[config.mk]
export PLATFORM = sky130hd
export DESIGN_NAME = fetch_stage
export DESIGN_NICKNAME = d
export VERILOG_FILES = /design/src/rtl/fetch_stage_pkg.sv /design/src/rtl/fetch_stage_instr_len_decode.sv /design/src/rtl/fetch_stage.sv
export SDC_FILE = /design/constraint.sdc
export NUM_CORES = 1
export LEC_CHECK = 0
export ABC_CLOCK_PERIOD_IN_PS = 7200
export BUFFER_PORTS_ARGS = -buffer_cell sky130_fd_sc_hd__buf_2
export CAP_MARGIN = 20
export CORE_MARGIN = 2
export CORE_UTILIZATION = 40
export CTS_CLUSTER_SIZE = 25
export DETAILED_ROUTE_END_ITERATION = 12
export SLEW_MARGIN = 20
export SYNTH_ARGS = -nofsm -noshare
export SYNTH_HDL_FRONTEND = slang
export SYNTH_SLANG_ARGS = --single-unit
[constraint.sdc]
create_clock -name clk -period 7.2 [get_ports clk]
set_input_delay 1.08 -clock clk [delete_from_list [all_inputs] [get_ports clk]]
set_output_delay 1.08 -clock clk [all_outputs]
set_load 0.01 [all_outputs]
[src/rtl/fetch_stage_pkg.sv]
// Shared Y86 constants, types and byte helpers for the fetch stage.
package fetch_stage_pkg;

  localparam int BYTE_W = 8;
  localparam int WORD_W = 32;

  typedef logic [BYTE_W-1:0] byte_t;
  typedef logic [WORD_W-1:0] word_t;

  // Instruction codes (upper nibble of the first instruction byte)
  localparam logic [3:0] IHALT   = 4'h0;
  localparam logic [3:0] INOPC   = 4'h1;
  localparam logic [3:0] IRRMOVL = 4'h2;
  localparam logic [3:0] IIRMOVL = 4'h3;
  localparam logic [3:0] IRMMOVL = 4'h4;
  localparam logic [3:0] IMRMOVL = 4'h5;
  localparam logic [3:0] IOPL    = 4'h6;
  localparam logic [3:0] IJXX    = 4'h7;
  localparam logic [3:0] ICALL   = 4'h8;
  localparam logic [3:0] IRET    = 4'h9;
  localparam logic [3:0] IPUSHL  = 4'hA;
  localparam logic [3:0] IPOPL   = 4'hB;

  localparam byte_t INOP  = 8'h01;
  localparam byte_t RNONE = 8'h0F;
  localparam byte_t RESP  = 8'h04;

  localparam logic ENABLE  = 1'b1;
  localparam logic DISABLE = 1'b0;

  typedef enum logic [1:0] {REQ, DRAIN, READY, HALTED} fetch_state_e;
  typedef enum logic [1:0] {VALC_NONE, VALC_AT1, VALC_AT2} valc_sel_e;
  typedef enum logic [1:0] {DSTE_NONE, DSTE_RB, DSTE_RESP} dste_sel_e;

  typedef struct packed {
    byte_t icode;
    byte_t ifun;
    byte_t ra;
    byte_t rb;
    byte_t dste;
    byte_t dstm;
    word_t valc;
    word_t valp;
    word_t pc;
    logic  valid;
  } fetch_out_t;

  // Bubble presented to decode whenever no complete instruction is held
  localparam fetch_out_t NOP_OUT = '{icode: INOP, ifun: 8'h00, ra: RNONE, rb: RNONE,
                                     dste: RNONE, dstm: RNONE, valc: 32'h0000_0000,
                                     valp: 32'h0000_0000, pc: 32'h0000_0000, valid: 1'b0};

  function automatic word_t word_align(input word_t a);
    word_align = {a[31:2], 2'b00};
  endfunction

  // Little-endian byte lane select: lane 0 is the lowest address
  function automatic byte_t word_byte(input word_t w, input logic [1:0] idx);
    case (idx)
      2'd0:    word_byte = w[7:0];
      2'd1:    word_byte = w[15:8];
      2'd2:    word_byte = w[23:16];
      default: word_byte = w[31:24];
    endcase
  endfunction

endpackage

[src/rtl/fetch_stage_instr_len_decode.sv]
// Per-icode static properties: length, register byte, constant position, destinations.
module instr_len_decode
  import fetch_stage_pkg::*;
(
  input  logic [3:0] icode,
  output logic [2:0] len,
  output logic       need_regids,
  output valc_sel_e  valc_sel,
  output dste_sel_e  dste_sel,
  output logic       dstm_ra
);

  // Table lookup; unknown icodes are treated as single-byte instructions
  always_comb begin
    len         = 3'd1;
    need_regids = 1'b0;
    valc_sel    = VALC_NONE;
    dste_sel    = DSTE_NONE;
    dstm_ra     = 1'b0;
    case (icode)
      IHALT, INOPC: begin
        len = 3'd1;
      end
      IRET: begin
        len      = 3'd1;
        dste_sel = DSTE_RESP;
      end
      IRRMOVL, IOPL: begin
        len         = 3'd2;
        need_regids = 1'b1;
        dste_sel    = DSTE_RB;
      end
      IPUSHL: begin
        len         = 3'd2;
        need_regids = 1'b1;
        dste_sel    = DSTE_RESP;
      end
      IPOPL: begin
        len         = 3'd2;
        need_regids = 1'b1;
        dste_sel    = DSTE_RESP;
        dstm_ra     = 1'b1;
      end
      IJXX: begin
        len      = 3'd5;
        valc_sel = VALC_AT1;
      end
      ICALL: begin
        len      = 3'd5;
        valc_sel = VALC_AT1;
        dste_sel = DSTE_RESP;
      end
      IIRMOVL: begin
        len         = 3'd6;
        need_regids = 1'b1;
        valc_sel    = VALC_AT2;
        dste_sel    = DSTE_RB;
      end
      IRMMOVL: begin
        len         = 3'd6;
        need_regids = 1'b1;
        valc_sel    = VALC_AT2;
      end
      IMRMOVL: begin
        len         = 3'd6;
        need_regids = 1'b1;
        valc_sel    = VALC_AT2;
        dstm_ra     = 1'b1;
      end
      default: begin
        len = 3'd1;
      end
    endcase
  end

endmodule

[src/rtl/fetch_stage.sv]
// Y86 fetch stage: word-wide instruction fetch, unaligned byte assembly and field decode.
module fetch_stage
  import fetch_stage_pkg::*;
#(
  parameter word_t RESET_PC = 32'h0000_0000
) (
  input  logic  clk,
  input  logic  rst,
  input  logic  F_stall_i,
  input  logic  redir_valid_i,
  input  word_t redir_pc_i,
  output logic  imem_req_o,
  output word_t imem_addr_o,
  input  logic  imem_ack_i,
  input  word_t imem_rdata_i,
  output byte_t f_icode_o,
  output byte_t f_ifun_o,
  output byte_t f_rA_o,
  output byte_t f_rB_o,
  output byte_t f_dstE_o,
  output byte_t f_dstM_o,
  output word_t f_valC_o,
  output word_t f_valP_o,
  output word_t f_pc_o,
  output logic  f_valid_o
);

  fetch_state_e state_r;
  word_t        pc_r;
  word_t        waddr_r;
  word_t        pred_r;
  byte_t        ibuf_r [0:5];
  logic [2:0]   cnt_r;
  logic         req_r;
  fetch_out_t   out_r;

  logic [1:0]   off_s;
  logic [2:0]   nnew_s;
  logic [2:0]   lane_s;
  logic [3:0]   sum_s;
  logic [2:0]   ncnt_s;
  byte_t        nbuf_s [0:5];

  logic [2:0]   len_s;
  logic         need_regids_s;
  valc_sel_e    valc_sel_s;
  dste_sel_e    dste_sel_s;
  logic         dstm_ra_s;
  word_t        valc_s;
  word_t        pred_s;
  logic         done_s;
  fetch_out_t   dec_s;

  instr_len_decode u_len_decode (
    .icode       (nbuf_s[0][7:4]),
    .len         (len_s),
    .need_regids (need_regids_s),
    .valc_sel    (valc_sel_s),
    .dste_sel    (dste_sel_s),
    .dstm_ra     (dstm_ra_s)
  );

  // Merge the arriving word into the byte buffer (first word starts at pc[1:0])
  always_comb begin
    off_s  = (cnt_r == 3'd0) ? pc_r[1:0] : 2'd0;
    nnew_s = 3'd4 - {1'b0, off_s};
    lane_s = 3'd0;
    for (int j = 0; j < 6; j++) begin
      lane_s    = 3'(j) - cnt_r;
      nbuf_s[j] = ((3'(j) >= cnt_r) && (lane_s < nnew_s))
                  ? word_byte(imem_rdata_i, off_s + lane_s[1:0]) : ibuf_r[j];
    end
    sum_s  = {1'b0, cnt_r} + {1'b0, nnew_s};
    ncnt_s = (sum_s > 4'd6) ? 3'd6 : sum_s[2:0];
  end

  // Decode the merged buffer into the fields loaded when the instruction completes
  always_comb begin
    case (valc_sel_s)
      VALC_AT1: valc_s = {nbuf_s[4], nbuf_s[3], nbuf_s[2], nbuf_s[1]};
      VALC_AT2: valc_s = {nbuf_s[5], nbuf_s[4], nbuf_s[3], nbuf_s[2]};
      default:  valc_s = 32'h0000_0000;
    endcase
    dec_s.icode = {4'h0, nbuf_s[0][7:4]};
    dec_s.ifun  = {4'h0, nbuf_s[0][3:0]};
    dec_s.ra    = need_regids_s ? {4'h0, nbuf_s[1][7:4]} : RNONE;
    dec_s.rb    = need_regids_s ? {4'h0, nbuf_s[1][3:0]} : RNONE;
    case (dste_sel_s)
      DSTE_RB:   dec_s.dste = dec_s.rb;
      DSTE_RESP: dec_s.dste = RESP;
      default:   dec_s.dste = RNONE;
    endcase
    dec_s.dstm  = dstm_ra_s ? dec_s.ra : RNONE;
    dec_s.valc  = valc_s;
    dec_s.valp  = pc_r + {29'd0, len_s};
    dec_s.pc    = pc_r;
    dec_s.valid = 1'b1;
    pred_s = ((nbuf_s[0][7:4] == IJXX) || (nbuf_s[0][7:4] == ICALL)) ? valc_s : dec_s.valp;
    done_s = (ncnt_s >= len_s);
  end

  // Fetch FSM: request words, assemble, present, advance; redirects override everything
  always_ff @(posedge clk or negedge rst) begin
    if (!rst) begin
      state_r <= REQ;
      pc_r    <= RESET_PC;
      waddr_r <= word_align(RESET_PC);
      pred_r  <= 32'h0000_0000;
      cnt_r   <= 3'd0;
      req_r   <= DISABLE;
      out_r   <= NOP_OUT;
      for (int i = 0; i < 6; i++) ibuf_r[i] <= 8'h00;
    end else if (redir_valid_i) begin
      pc_r  <= redir_pc_i;
      cnt_r <= 3'd0;
      out_r <= NOP_OUT;
      case (state_r)
        REQ: begin
          if (req_r && !imem_ack_i) begin
            state_r <= DRAIN;
          end else begin
            state_r <= REQ;
            waddr_r <= word_align(redir_pc_i);
            req_r   <= ENABLE;
          end
        end
        DRAIN: begin
          if (imem_ack_i) begin
            state_r <= REQ;
            waddr_r <= word_align(redir_pc_i);
          end else begin
            state_r <= DRAIN;
          end
        end
        default: begin
          state_r <= REQ;
          waddr_r <= word_align(redir_pc_i);
          req_r   <= ENABLE;
        end
      endcase
    end else begin
      case (state_r)
        REQ: begin
          if (!req_r) begin
            req_r <= ENABLE;
          end else if (imem_ack_i) begin
            for (int i = 0; i < 6; i++) ibuf_r[i] <= nbuf_s[i];
            cnt_r <= ncnt_s;
            if (done_s) begin
              state_r <= READY;
              req_r   <= DISABLE;
              out_r   <= dec_s;
              pred_r  <= pred_s;
            end else begin
              waddr_r <= waddr_r + 32'd4;
            end
          end else begin
            state_r <= REQ;
          end
        end
        DRAIN: begin
          if (imem_ack_i) begin
            state_r <= REQ;
            waddr_r <= word_align(pc_r);
          end else begin
            state_r <= DRAIN;
          end
        end
        READY: begin
          if (!F_stall_i) begin
            out_r <= NOP_OUT;
            if (out_r.icode == {4'h0, IHALT}) begin
              state_r <= HALTED;
            end else begin
              state_r <= REQ;
              pc_r    <= pred_r;
              waddr_r <= word_align(pred_r);
              cnt_r   <= 3'd0;
              req_r   <= ENABLE;
            end
          end else begin
            state_r <= READY;
          end
        end
        HALTED: begin
          state_r <= HALTED;
        end
        default: begin
          state_r <= REQ;
        end
      endcase
    end
  end

  assign imem_req_o  = req_r;
  assign imem_addr_o = waddr_r;
  assign f_icode_o   = out_r.icode;
  assign f_ifun_o    = out_r.ifun;
  assign f_rA_o      = out_r.ra;
  assign f_rB_o      = out_r.rb;
  assign f_dstE_o    = out_r.dste;
  assign f_dstM_o    = out_r.dstm;
  assign f_valC_o    = out_r.valc;
  assign f_valP_o    = out_r.valp;
  assign f_pc_o      = out_r.pc;
  assign f_valid_o   = out_r.valid;

endmodule

; ---- Word level (Yosys, flattened, before mapping)
; Index checks and enable logic that the tools add are counted.
[totals]
output_inout_bits = 178
inputBits = 69
elab_cells = 201
regBits = 295
[op_classes]
order_cmp = 14
n_bitwise = 1
mux = 71
eq_ne = 41
reduce_logical = 36
add_sub_neg = 16
[ops]
columns = operator, n
row1 = two-way mux 145 bit, 5
row2 = two-way mux 32 bit, 14
row3 = case mux 145 bit (2 select lines), 1
row4 = case mux 8 bit (3 select lines), 6
row5 = case mux 32 bit (2 select lines), 2
row6 = case mux 32 bit (3 select lines), 1
row7 = two-way mux 8 bit, 6
row8 = adder 32 x 3 -> 32 bit, 1
row9 = adder 32 x 3 -> 32 bit (second input constant), 1
row10 = inequality test 3 bit (second input constant), 7
row11 = == test 2 bit (second input constant), 10
row12 = AND reduction 5 bit, 4
row13 = == test 2 x 1 -> 1 bit (second input constant), 9
row14 = < comparator 3 bit, 6
row15 = two-way mux 3 bit, 6
row16 = == test 4 x 3 -> 1 bit (second input constant), 4
row17 = == test 4 bit (second input constant), 4
row18 = logical NOT 2 bit, 7
row19 = two-way mux 2 bit, 7
row20 = adder 2 bit, 6
row21 = two-way mux 4 bit, 3
row22 = case mux 2 bit (2 select lines), 3
row23 = two-way mux 1 bit, 11
row24 = case mux 3 bit (3 select lines), 1
row25 = other kinds (35), 54

; ---- Depth between registers and ports, before layout
[depth]
ltp_word = 16
depth_mapped = 30

; ---- Modules after synthesis
; A second synthesis with hierarchy kept.
[hier_totals]
hier_cells = 1521
area_unflattened_um2 = 15293.4
[by_module_without_submodules]
columns = mod, instances, seq_area_each_um2, cells_each, area_each_um2
row1 = fetch_stage, 1, 6752.7, 1501, 15148.3
row2 = instr_len_decode, 1, 0.0, 20, 145.1

; ---- Worst setup path after synthesis
; OpenSTA, ideal clock, no wires.
[synth_timing]
path_type = register to register
start = register cnt_r[1]
end = register out_r (netlist bit f_pc_o[10])
setup_slack_ps = 1013
n_path_buf = 4
t_required_ps = 7134
setup_ps = 66
period_less_slack_ps = 6187
path_stages_with_launch = 28
arrival_time_ps = 6121
path_cell_list = dfrtp_1 inv_1 ha_1 ha_1 and2_1 buf_2 inv_1 ha_1 inv_1 ha_1 a21o_1 a211o_1 buf_2 mux2_2 nor4_4 nor2_2 ha_1 a21oi_1 o31ai_1 ha_1 nand2b_1 a21o_1 a21oi_1 o21ai_0 a21oi_1 clkbuf_1 buf_1 a22o_1
[synth_via]
elab_chain_cells = 12
elab_cells_between_ends = 32
classes_between = 4 x add/sub / 4 x order compare / 12 x eq/ne / 5 x mux / 7 x reduce/logical
[synth_rtl]
columns = element, line
row1 = start: declaration, fetch_stage.sv:33  ; logic [2:0] cnt_r;
row2 = start signal: assignment, fetch_stage.sv:148  ; cnt_r <= ncnt_s;
row3 = logical NOT 3 bit, fetch_stage.sv:65  ; off_s = (cnt_r == 3'd0) ? pc_r[1:0] : 2'd0;
row4 = two-way mux 2 bit, fetch_stage.sv:65
row5 = subtractor 3 x 2 -> 3 bit / adder 2 bit (equally long branches), "fetch_stage.sv:66, fetch_stage.sv:71"
row6 = < comparator 3 bit (tied with other cells), fetch_stage.sv:70  ; nbuf_s[j] = ((3'(j) >= cnt_r) && (lane_s < nnew_s))
row7 = logical AND 1 bit / case mux 8 bit (3 select lines) (equally long branches), "fetch_stage.sv:70, fetch_stage_pkg.sv:59"
row8 = two-way mux 8 bit, fetch_stage.sv:71  ; ? word_byte(imem_rdata_i, off_s + lane_s[1:0]) : ibuf_r[j];
row9 = == test 4 x 2 -> 1 bit (tied with other cells), fetch_stage_instr_len_decode.sv:20  ; case (icode)
row10 = OR reduction 4 bit (no line) (tied with other cells), -
row11 = case mux 3 bit (3 select lines), fetch_stage_instr_len_decode.sv:20
row12 = greater-or-equal comparator 3 bit (*), fetch_stage.sv:99  ; done_s = (ncnt_s >= len_s);
row13 = inequality test 3 bit (no line) (*), -
row14 = AND reduction 5 bit (no line) (*), -
row15 = end signal: assignment, fetch_stage.sv:152  ; out_r <= dec_s;
row16 = end: declaration, fetch_stage.sv:35  ; fetch_out_t out_r;
; Mark *: on every way between the ends. The rest lies on a longest branch, timed or not.
; A chain may end at the register's enable or synchronous reset.

; ---- Final worst setup path
[layout_timing]
start = register cnt_r[0]
end = register out_r (netlist bit f_valC_o[29])
[layout_via]
elab_chain_cells = 16
elab_cells_between_ends = 61
classes_between = 8 x add/sub / 8 x order compare / 18 x eq/ne / 16 x mux / 11 x reduce/logical
[layout_rtl]
columns = element, line
row1 = logical NOT 3 bit, fetch_stage.sv:65
row2 = two-way mux 2 bit, fetch_stage.sv:65
row3 = subtractor 3 x 2 -> 3 bit / adder 2 bit (equally long branches), "fetch_stage.sv:66, fetch_stage.sv:71"
row4 = < comparator 3 bit (tied with other cells), fetch_stage.sv:70
row5 = logical AND 1 bit / case mux 8 bit (3 select lines) (equally long branches), "fetch_stage.sv:70, fetch_stage_pkg.sv:59"
row6 = two-way mux 8 bit, fetch_stage.sv:71
row7 = == test 4 x 2 -> 1 bit (tied with other cells), fetch_stage_instr_len_decode.sv:20
row8 = OR reduction 3 bit (no line) / OR reduction 2 bit (equally long branches), -
row9 = case mux 2 bit (2 select lines), fetch_stage_instr_len_decode.sv:20
row10 = == test 2 bit / == test 2 x 1 -> 1 bit (equally long branches), fetch_stage.sv:79  ; case (valc_sel_s)
row11 = case mux 32 bit (2 select lines), fetch_stage.sv:79
row12 = two-way mux 145 bit, fetch_stage.sv:149  ; if (done_s) begin
row13 = two-way mux 145 bit, fetch_stage.sv:146  ; end else if (imem_ack_i) begin
row14 = two-way mux 145 bit, fetch_stage.sv:144  ; if (!req_r) begin
row15 = case mux 145 bit (2 select lines), fetch_stage.sv:142  ; case (state_r)
row16 = two-way mux 145 bit, fetch_stage.sv:113  ; end else if (redir_valid_i) begin
; Several ways; a longest one is shown, not always the timed one. The select of a mux whose other input is x is not followed.

==> impl_metrics.env <==
export IMPL_synthesis_area_sq_um=15160
export IMPL_path_max_fanout=43
export IMPL_cp_data_arrival_time_ns=7.10
export IMPL_hold_viol=0
export IMPL_cp_num_buf_inv=5
export IMPL_worstMarginPinSlew_ns=1.183
export IMPL_post_place_ws_ns=0.1842
export IMPL_synth_edf_count=0
export IMPL_start_kind="register"
export IMPL_drive_above_1_share_pct=21.27
export IMPL_ys_seq_elements=269
export IMPL_cts_setup_buffers=0
export IMPL_maxSlewViolCount=0
export IMPL_die_h_um=198.7
export IMPL_drt_iter0_markers=1258
export IMPL_fin_skew_ns=0.01187
export IMPL_initial_utilization_pct=40.45
export IMPL_synth_top_area_share_pct=41.59
export IMPL_drv_cap=0
export IMPL_gp_congestion=0.9259
export IMPL_critical_path_most_common_cell="ha_1"
export IMPL_grt_pass1_vias=12204
export IMPL_viasPerCell=5.750
export IMPL_netlist_instances=1570
export IMPL_cts_root_buf="clkbuf_16"
export IMPL_postRouteAntennaNets=0
export IMPL_dr_pass1_iters=5
export IMPL_grt_pass1_wl_mm=74.91
export IMPL_hp_class="reg2reg"
export IMPL_num_rows=71
export IMPL_clock_fmax_mhz=151.2
export IMPL_ys_warnings_count=0
export IMPL_totalWireLength_mm=49.36
export IMPL_area_growth_pct=17.35
export IMPL_num_vias=13024
export IMPL_cts_sinks=269
export IMPL_cts_buffers=31
export IMPL_finalSetupViolCount=0
export IMPL_async_reset_ff_share_pct=100.0
export IMPL_final_area_sq_um=17790
export IMPL_wl_per_cell_um=21.79
export IMPL_period_minus_slack_ns=6.613
export IMPL_fin_crit_sh_pct=91.84
export IMPL_status="completed"
export IMPL_path_clk_slew_ns=0.06
export IMPL_worst_path_dominant_cell_family="compound AO/OA/AOI/OAI gates"
export IMPL_critPathMaxStageDelay_ns=0.50
export IMPL_cts_tree="done"
export IMPL_clk_latency_ns=0.55
export IMPL_synth_flop_cell="dfrtp_1"
export IMPL_die_area_sq_um=39480
export IMPL_clockBufferDepth=3
export IMPL_ios=247
export IMPL_core_sq_um=37490
export IMPL_antenna_found_initial=0
export IMPL_grt_max_degree=172
export IMPL_fin_tns_setup_ns=0
export IMPL_grt_ovfl_total=0
export IMPL_avgSynthCellArea_sq_um=9.658
export IMPL_dpl_instance_area_sq_um=16640
export IMPL_worstPathRequired_ns=7.69
export IMPL_nets=1841
export IMPL_setup_slack_ns=0.5875
export IMPL_cp_slowest_cell="a211o_2"
export IMPL_h_tree_depth=1
export IMPL_synth_area_top_cells="dfrtp_1, mux2i_1, nand2_1"
export IMPL_path_class="reg2reg"
export IMPL_ys_types=64
export IMPL_critPathCaptureType="register"
export IMPL_dp_hpwl_mm=36.37
export IMPL_grt_usage_pct=24.74
export IMPL_die_w_um=198.7
export IMPL_seq_area_frac_synth_pct=44.53
export IMPL_rsz0062_at_grt="false"
export IMPL_drc=0
export IMPL_num_antenna_cells=0
export IMPL_synth_largest_area_cell="dfrtp_1"
export IMPL_relSlewSlack_pct=21.11
export IMPL_portBuffers=220
==> synth_stat cells, types with 16 or more instances <==
| library cell | number |
|---|---|
| nand2_1 | 204 |
| a22oi_1 | 43 |
| mux2i_1 | 117 |
| a31oi_1 | 27 |
| mux2_2 | 25 |
| clkbuf_1 | 93 |
| inv_1 | 31 |
| buf_4 | 27 |
| nand3_1 | 30 |
| dfrtp_1 | 252 |
| xnor2_1 | 33 |
| nor2_1 | 69 |
| o211ai_1 | 43 |
| o22ai_1 | 31 |
| ha_1 | 39 |
| o311ai_1 | 27 |
| a22o_1 | 67 |
| xor2_1 | 16 |
| o21ai_0 | 127 |
| a21oi_1 | 74 |
| dfstp_2 | 17 |
==> through the flow <==
stage | instances | utilization [%] | hold slack (ns)
global route | 2265 | 47.47 | 0.5058
floorplan | 1595 | - | 0.4442
CTS | 2265 | 47.39 | 0.4799
detailed placement | 2209 | 44.39 | 0.4663
global placement | 2209 | 44.39 | 0.4598
finish | 2265 | 47.47 | 0.4771
==> tightest hold or removal path, stage by stage (launching register included) <==
cell	delay (ns)
dfrtp_1	0.34
nand2_1	0.05
o21ai_0	0.06
==> layer usage <==
layer	global-route usage, %	share of wire (%)	vias up
li1	-	-	6012
met1	36.51	45	6370
met2	37.62	44	578
met3	4.052	8.4	64
met4	6.468	2.6	0
met5	0	0	-
==> final cells by class <==
type                    instances  area, sq um
clock buffers                  42        877.1
clock inverters                14        247.7
fillers                      3579        19690
inverters                      32        120.1
multi-input cells            1145         7762
flip-flops and latches        269         6753
well taps                     511        639.4
repair buffers                252         1395
==> registers in the layout, indices dropped and copies added, names as in the netlist <==
name and cells:
ibuf_r 48, f_pc_o 32, f_valC_o 32, f_valP_o 32
pc_r 32, pred_r 32, imem_addr_o 30, f_dstE_o 4
f_dstM_o 4, f_icode_o 4, f_ifun_o 4, f_rA_o 4
f_rB_o 4, cnt_r 3, state_r 2, f_valid_o 1
imem_req_o 1
==> timing repair <==
action,CTS,global route
hold buffers,0,0
endpoints found under the hold margin,0,0
setup endpoints to repair,0,152
resized for setup,0,6
==> placed cells by master (no fill, tap or decap), types with 16 or more instances in the layout <==
cell type,instances
o311ai_1,27
o21ai_0,127
clkbuf_16,31
dfstp_2,17
nand2_1,204
mux2_2,25
xnor2_1,33
dfrtp_1,252
a22oi_1,43
mux2i_1,116
conb_1,26
buf_2,218
a22o_1,67
inv_1,31
a31oi_1,27
ha_1,39
a21oi_1,71
buf_4,29
xor2_1,16
nand3_1,30
nor2_1,68
o211ai_1,43
o22ai_1,31
==> kinds of logic after synthesis <==
family,after synthesis,synth area share [%]
AO/OA/AOI/OAI,486,21.19
XOR/XNOR,52,3.226
adder cells (fa/ha/maj),41,3.482
buffers and inverters,181,5.264
flip-flops,269,44.53
multiplexers,150,10.71
other,1,0.02473
AND/OR/NAND/NOR,390,11.57
==> path summary, 6_finish.rpt <==
check                            start            to  slack, ns  depth (start not counted)
setup / recovery              cnt_r[0]  f_valC_o[29]       0.59                         25
setup reg to reg              cnt_r[0]  f_valC_o[29]       0.59                         25
hold / removal             f_valP_o[2]   f_valP_o[2]       0.48                          2
min in group asynchronous          rst     f_pc_o[9]       0.55                          1
hold reg to reg            f_valP_o[2]   f_valP_o[2]       0.48                          2
max in group asynchronous          rst       pc_r[4]       5.11                          2
Power is not shown: default switching activity piles up to over one toggle a cycle in this logic, so the estimate is an artifact.
